**src/rtl/ascon_p_ctrl.sv**
```systemverilog
// rtl/ascon_p_ctrl.sv - Word-serial Ascon permutation sequencer; optional illegal-rounds err port via ASCON_P_CTRL_ERR_EN
module ascon_p_ctrl #(
  parameter int BW = 64
) (
  input  logic          i_clk,
  input  logic          i_rstn,
  input  logic          i_start,
  input  logic [3:0]    i_rounds,
  output logic          o_busy,
  input  logic          i_in_valid,
  output logic          o_in_ready,
  input  logic [BW-1:0] i_in_data,
  output logic          o_out_valid,
  input  logic          i_out_ready,
  output logic [BW-1:0] o_out_data,
  output logic          o_out_last,
  output logic          o_dp_en,
  output logic [2:0]    o_dp_slice_idx,
  output logic [3:0]    o_dp_round,
  output logic [BW-1:0] o_dp_slice_in,
  input  logic [BW-1:0] i_dp_slice_out
`ifdef ASCON_P_CTRL_ERR_EN
  ,
  output logic          o_err
`endif
);

  typedef enum logic [2:0] {S_IDLE, S_IN, S_LOAD, S_EVAL, S_OUT} state_t;

  state_t        r_state;
  logic [2:0]    r_c;
  logic [3:0]    r_i;
  logic [3:0]    r_nr;
  logic [BW-1:0] r_buf [0:4];

  logic          r_busy;
  logic          r_in_ready;
  logic          r_out_valid;
  logic [BW-1:0] r_out_data;
  logic          r_out_last;
  logic          r_dp_en;
  logic [2:0]    r_dp_slice_idx;
  logic [3:0]    r_dp_round;
  logic [BW-1:0] r_dp_slice_in;

  state_t        w_state_nx;
  logic [2:0]    w_c_nx;
  logic [3:0]    w_i_nx;
  logic [2:0]    w_sel;
  logic [3:0]    w_round_nx;
  logic [3:0]    w_nr_latch;
  logic          w_rounds_ok;
  logic          w_start_ok;
  logic          w_in_fire;
  logic          w_out_fire;

  assign w_rounds_ok = (i_rounds != 4'd0) && (i_rounds <= 4'd12);
  // Out-of-range round counts fall back to the full p12 permutation when not rejected
  assign w_nr_latch  = w_rounds_ok ? i_rounds : 4'd12;
`ifdef ASCON_P_CTRL_ERR_EN
  assign w_start_ok  = i_start && w_rounds_ok;
`else
  assign w_start_ok  = i_start;
`endif
  assign w_in_fire   = r_in_ready && i_in_valid;
  assign w_out_fire  = r_out_valid && i_out_ready;
  // EVAL phase 5 has no word of its own; clamp so buffer/slice selects stay in 0..4
  assign w_sel       = (w_c_nx > 3'd4) ? 3'd4 : w_c_nx;
  assign w_round_nx  = 4'd12 - r_nr + w_i_nx;

  // Next-state and counter decode; outputs are registered from these values
  always_comb begin
    w_state_nx = r_state;
    w_c_nx     = r_c;
    w_i_nx     = r_i;
    case (r_state)
      S_IDLE: begin
        if (w_start_ok) begin
          w_state_nx = S_IN;
          w_c_nx     = 3'd0;
        end
      end
      S_IN: begin
        if (w_in_fire) begin
          if (r_c == 3'd4) begin
            w_state_nx = S_LOAD;
            w_c_nx     = 3'd0;
            w_i_nx     = 4'd0;
          end else begin
            w_c_nx = r_c + 3'd1;
          end
        end
      end
      S_LOAD: begin
        if (r_c == 3'd4) begin
          w_state_nx = S_EVAL;
          w_c_nx     = 3'd0;
        end else begin
          w_c_nx = r_c + 3'd1;
        end
      end
      S_EVAL: begin
        if (r_c == 3'd5) begin
          w_c_nx = 3'd0;
          if (r_i == r_nr - 4'd1) begin
            w_state_nx = S_OUT;
          end else begin
            w_state_nx = S_LOAD;
            w_i_nx     = r_i + 4'd1;
          end
        end else begin
          w_c_nx = r_c + 3'd1;
        end
      end
      S_OUT: begin
        if (w_out_fire) begin
          if (r_c == 3'd4) begin
            w_state_nx = S_IDLE;
            w_c_nx     = 3'd0;
          end else begin
            w_c_nx = r_c + 3'd1;
          end
        end
      end
      default: begin
        w_state_nx = S_IDLE;
        w_c_nx     = 3'd0;
        w_i_nx     = 4'd0;
      end
    endcase
  end

  // FSM state, word buffer and registered outputs; reset discards any in-flight state
  always_ff @(posedge i_clk or negedge i_rstn) begin
    if (!i_rstn) begin
      r_state        <= S_IDLE;
      r_c            <= 3'd0;
      r_i            <= 4'd0;
      r_nr           <= 4'd0;
      for (int k = 0; k < 5; k++) r_buf[k] <= '0;
      r_busy         <= 1'b0;
      r_in_ready     <= 1'b0;
      r_out_valid    <= 1'b0;
      r_out_data     <= '0;
      r_out_last     <= 1'b0;
      r_dp_en        <= 1'b0;
      r_dp_slice_idx <= 3'd0;
      r_dp_round     <= 4'd0;
      r_dp_slice_in  <= '0;
    end else begin
      r_state <= w_state_nx;
      r_c     <= w_c_nx;
      r_i     <= w_i_nx;

      if ((r_state == S_IDLE) && w_start_ok) r_nr <= w_nr_latch;
      if (w_in_fire) r_buf[r_c] <= i_in_data;
      // The datapath output lags the slice select by one cycle, hence the c-1 slot
      if ((r_state == S_EVAL) && (r_c != 3'd0)) r_buf[r_c - 3'd1] <= i_dp_slice_out;

      r_busy      <= (w_state_nx != S_IDLE);
      r_in_ready  <= (w_state_nx == S_IN);
      r_out_valid <= (w_state_nx == S_OUT);
      r_out_last  <= (w_state_nx == S_OUT) && (w_c_nx == 3'd4);
      r_out_data  <= (w_state_nx == S_OUT) ? r_buf[w_sel] : '0;
      r_dp_en     <= (w_state_nx == S_LOAD);
      r_dp_slice_in <= (w_state_nx == S_LOAD) ? r_buf[w_sel] : '0;
      if ((w_state_nx == S_LOAD) || (w_state_nx == S_EVAL)) begin
        r_dp_slice_idx <= w_sel;
        r_dp_round     <= w_round_nx;
      end else begin
        r_dp_slice_idx <= 3'd0;
        r_dp_round     <= 4'd0;
      end
    end
  end

`ifdef ASCON_P_CTRL_ERR_EN
  logic r_err;

  // One-cycle pulse when a start carries an unusable round count
  always_ff @(posedge i_clk or negedge i_rstn) begin
    if (!i_rstn) begin
      r_err <= 1'b0;
    end else begin
      r_err <= (r_state == S_IDLE) && i_start && !w_rounds_ok;
    end
  end

  assign o_err = r_err;
`endif

  assign o_busy         = r_busy;
  assign o_in_ready     = r_in_ready;
  assign o_out_valid    = r_out_valid;
  assign o_out_data     = r_out_data;
  assign o_out_last     = r_out_last;
  assign o_dp_en        = r_dp_en;
  assign o_dp_slice_idx = r_dp_slice_idx;
  assign o_dp_round     = r_dp_round;
  assign o_dp_slice_in  = r_dp_slice_in;

endmodule

```
**config.mk**
```make
export PLATFORM = sky130hd
export DESIGN_NAME = ascon_p_ctrl
export DESIGN_NICKNAME = d
export VERILOG_FILES = /design/src/rtl/ascon_p_ctrl.sv
export SDC_FILE = /design/constraint.sdc
export NUM_CORES = 1
export LEC_CHECK = 0
export ABC_AREA = 1
export CAP_MARGIN = 15
export CORE_MARGIN = 2
export CORE_UTILIZATION = 57
export DETAILED_ROUTE_END_ITERATION = 10
export HOLD_SLACK_MARGIN = 0.06
export PLACE_DENSITY = 0.89
export SETUP_SLACK_MARGIN = 0.5
export SLEW_MARGIN = 30
export SYNTH_ARGS = -nofsm -noshare
export SYNTH_HDL_FRONTEND = slang
export SYNTH_SLANG_ARGS = --single-unit
```
**constraint.sdc**
```tcl
create_clock -name i_clk -period 3.86 [get_ports i_clk]
set_clock_uncertainty 0.15 [all_clocks]
set_input_delay 0.579 -clock i_clk [delete_from_list [all_inputs] [get_ports i_clk]]
set_output_delay 0.579 -clock i_clk [all_outputs]
set_load 0.02 [all_outputs]
```
== Word-level counts from Yosys, hierarchy flattened ==
Cells that the tools add are included.

* Logic and storage cells: 97
* Input bits: 137
* Register bits: 474

* Add/sub/neg operators: 6
* Eq/ne operators: 12
* Bitwise logic cells: 3
* Muxes and demuxes: 37
* Magnitude comparators: 7
* Reductions and logical operators: 14

{| class="wikitable"
|+ Operator list
! kind !! number
|-
| $bwmux 320 || 2
|-
| $mux 320 || 2
|-
| $demux 64 s3 || 2
|-
| $mux 64 || 6
|-
| $bmux 64 s3 || 1
|-
| $mux 3 || 15
|-
| $pmux 3 s5 || 2
|-
| $mux 4 || 6
|-
| $eq 3x3->1 const B || 5
|-
| $eq 3x2->1 const B || 4
|-
| $ge 4x4->1 const B || 3
|-
| $not 3->4 || 3
|-
| $pmux 4 s3 || 1
|-
| $logic_and 1x1->1 || 8
|-
| $lt 4x1->1 const B || 2
|-
| $eq 3x1->1 const B || 2
|-
| $reduce_bool 3->1 || 2
|-
| $add 4x1->4 const B || 1
|-
| $add 4x4->4 || 1
|-
| $eq 4x4->1 || 1
|-
| $le 4x4->1 const B || 1
|-
| $reduce_bool 4->1 || 1
|-
| $sub 4x1->4 const B || 1
|-
| $sub 4x4->4 const A || 1
|-
| 6 further kinds || 6
|}

== Logic depth before layout (Yosys ltp) ==
* Depth after elaboration: 11
* Depth in mapped cells: 22
* Depth with buffers taken out: 22

== Worst setup path before layout ==
OpenSTA, ideal clock, no wires.

* Path kind: register to register
* From: reg r_nr[0]
* To: reg r_dp_round[3] (netlist: o_dp_round[3])
* Buffers on the path: 0
* Setup slack: 840 ps
* Cell stages (with the launch flop): 21
* Period minus slack after synthesis: 3,020 ps
* Required time: 3,593 ps
* Library setup time: 117 ps
* Arrival: 2,753 ps
* Path through: dfrtp_1 inv_1 ha_1 or2_2 nand3_1 nand2_1 nor2_1 nand2_1 nand2_1 inv_1 nor2_1 nor3_1 a21oi_1 ha_1 inv_1 ha_1 fa_1 xor2_1 nand2_1 nand2_1 nor2_1

* Longest elaborated chain between the ends: 8
* Elaborated cells on any way between the ends: 14
* Those cells by class: add/sub: 3; eq/ne: 3; mux: 7; reduce/logical: 1

{| class="wikitable"
|+ Ends and longest elaborated chain
! element !! line !! RTL
|-
| start, declared || 33 || <nowiki>logic [3:0] r_nr;</nowiki>
|-
| start signal, assigned || 155 || <nowiki>if ((r_state == S_IDLE) && w_start_ok) r_nr <= w_nr_latch;</nowiki>
|-
| branches (longest 7 deep; another with $sub 4x1->4) || n/a ||
|-
| $mux 4 * || 167 || <nowiki>if ((w_state_nx == S_LOAD) || (w_state_nx == S_EVAL)) begin</nowiki>
|-
| end signal, assigned || 169 || <nowiki>r_dp_round <= w_round_nx;</nowiki>
|-
| end, declared || 43 || <nowiki>logic [3:0] r_dp_round;</nowiki>
|}

Mark *: on every way between the ends.
A chain may end at the register's enable or synchronous reset.

== Final worst setup path ==
Ends and elaborated chain as after synthesis.

==> out/metrics.csv <==
stage,metric,value,unit
grt,first_global_vias,21620,
sta,holdWs,0.3870,ns
sta,finalHoldViolations,0,
synth,synthSimpleGateAreaFrac,0.2373,
routing,top_layer,met4,
setup_path,crit_buf_inv,3,
routing,wl_met3,5751,um
grt,grt_overflow_total,0,
routing,routed-wl-met2,31790,um
clock_tree,cts_buffers,50,
final_layout,nets,3555,
synth,synth_compound_area_frac,0.1560,
clock_tree,cts_max_path_buffers,3,
synth,yosysSeqAreaShare,0.4940,
synth,synthMuxAreaShare,0,
synth,synthCells,3251,
sta,relSlewSlack,0.4532,
setup_path,cp-end-kind,register,
synth,synth_top_family_by_area,simple AND/OR/NAND/NOR gates,
routing,via_count,22300,
routing,initialDrtViolationCount,2332,
placed_design,place.gp.congestion,0.8903,
routing,avgRoutedWirePerCell,16.85,um
synth,synth-adder-area-share,0.006045,
floorplan,start_util,0.5750,
sta,finalCritPeriodShare,0.8560,
setup_path,cp.arrival,3.65,ns
synth,synth.distinct_cells,32,
synth,postSynth.asyncResetShare,1.000,
sta,rsz0062_at_grt,true,
clock_tree,cts_root_buffer,clkbuf_16,
clock_tree,cts_sinks,474,
power,power_density,903.2,mW/mm^2
routing,wl_met1,26510,um
setup_path,cp_max_fo,4,
floorplan,die_w,209.2,um
power,irDropWorstVdd,0.9258,mV
outcome,status,finished clean,
clock_tree,htree_levels,2,
setup_path,cp_slowest_cell,dfrtp_1,
synth,synth_area,0.02401,mm^2
power,leakagePower,15.11,nW
clock_tree,clk_transition_reported_paths,0.07,ns
final_layout,area_delta_synth_final,21.14,%
setup_path,critPathMaxStageDelay,0.40,ns
sta,setup_viol,0,
grt,antenna_found_initial,2,
grt,grt_use_total,0.3052,
floorplan,ios,277,
floorplan,dieHeight,209.2,um
sta,period_needed,3.304,ns
clock_tree,clk_latency,0.60,ns
sta,worst_pin_slew,0.8203,ns
worst_hold_path,hold_path.class,in -> async,
grt,grt_max_degree,107,
setup_path,cp.required,4.20,ns
synth,synth_seq_cells,474,
setup_path,crit_family,adder cells,
setup_path,critPathKind,reg -> reg,
routing,viasPerCell,5.594,
setup_path,cp-start-kind,register,
placed_design,port_buffers,276,
sta,max_freq,302.7,MHz
sta,setup_tns,0,ns
final_layout,drive_gt1_frac,0.04993,
routing,antenna_left,0,
synth,yosysWarnings,0,
synth,synth.avg_cell_area,7.386,um^2
grt,grt_pass1_wl,107900,um
sta,final_max_slew_viol_count,0,
synth,synth_edf_count,0,
synth,synth_nets,3399,
clock_tree,cts_tree,built,
routing,dr.pass1.iters,9,
routing,drc,0,
placed_design,dp_hpwl,39300,um
floorplan,core_area,0.04176,mm^2
routing,drt_wl_total,67170,um
synth,synth_xor_area_frac,0.002189,
floorplan,rows,75,
floorplan,die_area,0.04378,mm^2
setup_path,crit_chain,inv_2 > ha_2 > xor2_1 > o21ai_1 > nor2_4 > nand2_2 > nand2_2 > inv_1 > nor2_1 > nor3_1 > a21oi_2 > ha_2 > inv_1 > ha_2 > fa_2 > xor2_2 > nor2_1 > nor2_1,
job,cap_violations,0,
synth,ys.flop_type,dfrtp_1,
[metal layers]
layer	up-vias	global-route usage
met5	-	0
met2	1091	0.5076
li1	10590	-
met1	10400	0.3780
met3	218	0.05771
met4	0	0.1665
[area by class of cell]
| class | count | area, um^2 |
|---|---|---|
| antenna | 2 | 5.005 |
| clock buffer | 76 | 1533 |
| clock inverter | 14 | 156.4 |
| fill | 3177 | 12670 |
| inverter | 419 | 1580 |
| multi-input combinational | 2136 | 9794 |
| sequential | 474 | 11860 |
| tap | 539 | 674.4 |
| timing repair buffer | 326 | 3482 |
[state kept, by name (all words and copies together) (netlist names)]
| signal | flops |
|---|---|
| r_buf | 320 |
| o_dp_slice_in | 64 |
| o_out_data | 64 |
| o_dp_round | 4 |
| r_i | 4 |
| r_nr | 4 |
| o_dp_slice_idx | 3 |
| r_c | 3 |
| r_state | 3 |
| o_busy | 1 |
| o_dp_en | 1 |
| o_in_ready | 1 |
| o_out_last | 1 |
| o_out_valid | 1 |
[where the power goes]
part	total, W	switching [W]	internal [W]
registers	0.00788	0.000903	0.00697
clock network	0.00495	0.00202	0.00293
logic	0.0134	0.00870	0.00475
[per-stage QoR]
step / instances / power [W] / utilization / setup WS [ns] / area, um^2
after global routing: 3985 / 0.02837 / 0.6965 / 0.4334 / 29080
after global placement: 3884 / 0.02019 / 0.6517 / 0.3967 / 27220
after floorplan: 3251 / 0.01706 / - / 0.8398 / 24010
after CTS: 3982 / 0.02589 / 0.6940 / 0.5203 / 28980
final: 3986 / 0.02627 / 0.6965 / 0.5560 / 29090
after detailed placement: 3884 / 0.02069 / 0.6517 / 0.3095 / 27220
[synth_stat cells, types with 4 or more instances]
library cell,number,area [um^2]
a21oi_1,51,255.2
buf_1,20,75.07
buf_2,41,205.2
buf_4,6,45.04
buf_6,4,45.04
clkbuf_1,151,566.8
dfrtp_1,474,11860
ha_1,10,125.1
inv_1,415,1558
inv_2,4,15.01
nand2_1,918,3446
nand3_1,238,1191
nand4_1,4,25.02
nor2_1,238,893.4
o211ai_1,84,630.6
o21ai_0,542,2713
o21ai_1,25,125.1
xnor2_1,4,35.03
[repair_timing]
| item | 4_1_cts | 5_1_grt |
|---|---|---|
| buffers inserted | 7 | 1 |
| setup endpoints to repair | 1 | 122 |
| cloned | 0 | 1 |
| resized for setup | 5 | 16 |
| endpoints found under the hold margin | 66 | 0 |
| hold buffers | 1 | 0 |
| pin swaps | 2 | 4 |
[cell usage in the layout, fill, tap and decap left out, drive strengths merged, types with 4 or more instances in the layout]
cell type	n
nand3	239
o211ai	84
ha	10
inv	419
clkdlybuf4s50	275
o21ai	567
dfrtp	474
xnor2	4
nand2	922
nor2	243
a21oi	52
buf	49
clkbuf	77
nand4	5
clkinv	8
[final timing paths]
kind / startpoint / to / slack, ns / cells past startpoint
worst min-delay path: i_rstn / o_out_data[60] / 0.39 / 2
worst max-delay path: r_nr[0] / o_dp_round[3] / 0.56 / 18
worst min register to register: r_buf[63] / o_out_data[63] / 0.42 / 2
max in group asynchronous: i_rstn / o_out_data[42] / 2.06 / 3
worst max register to register: r_nr[0] / o_dp_round[3] / 0.56 / 18
min in group i_clk: r_buf[63] / o_out_data[63] / 0.42 / 2
[logic make-up after synthesis]
| kind of cell | after synthesis |
|---|---|
| AND/OR/NAND/NOR | 1414 |
| AO/OA/AOI/OAI | 705 |
| buffers and inverters | 641 |
| flip-flops | 474 |
| adder cells (fa/ha/maj) | 11 |
| XOR/XNOR | 6 |
(Power assumes the default switching activity.)
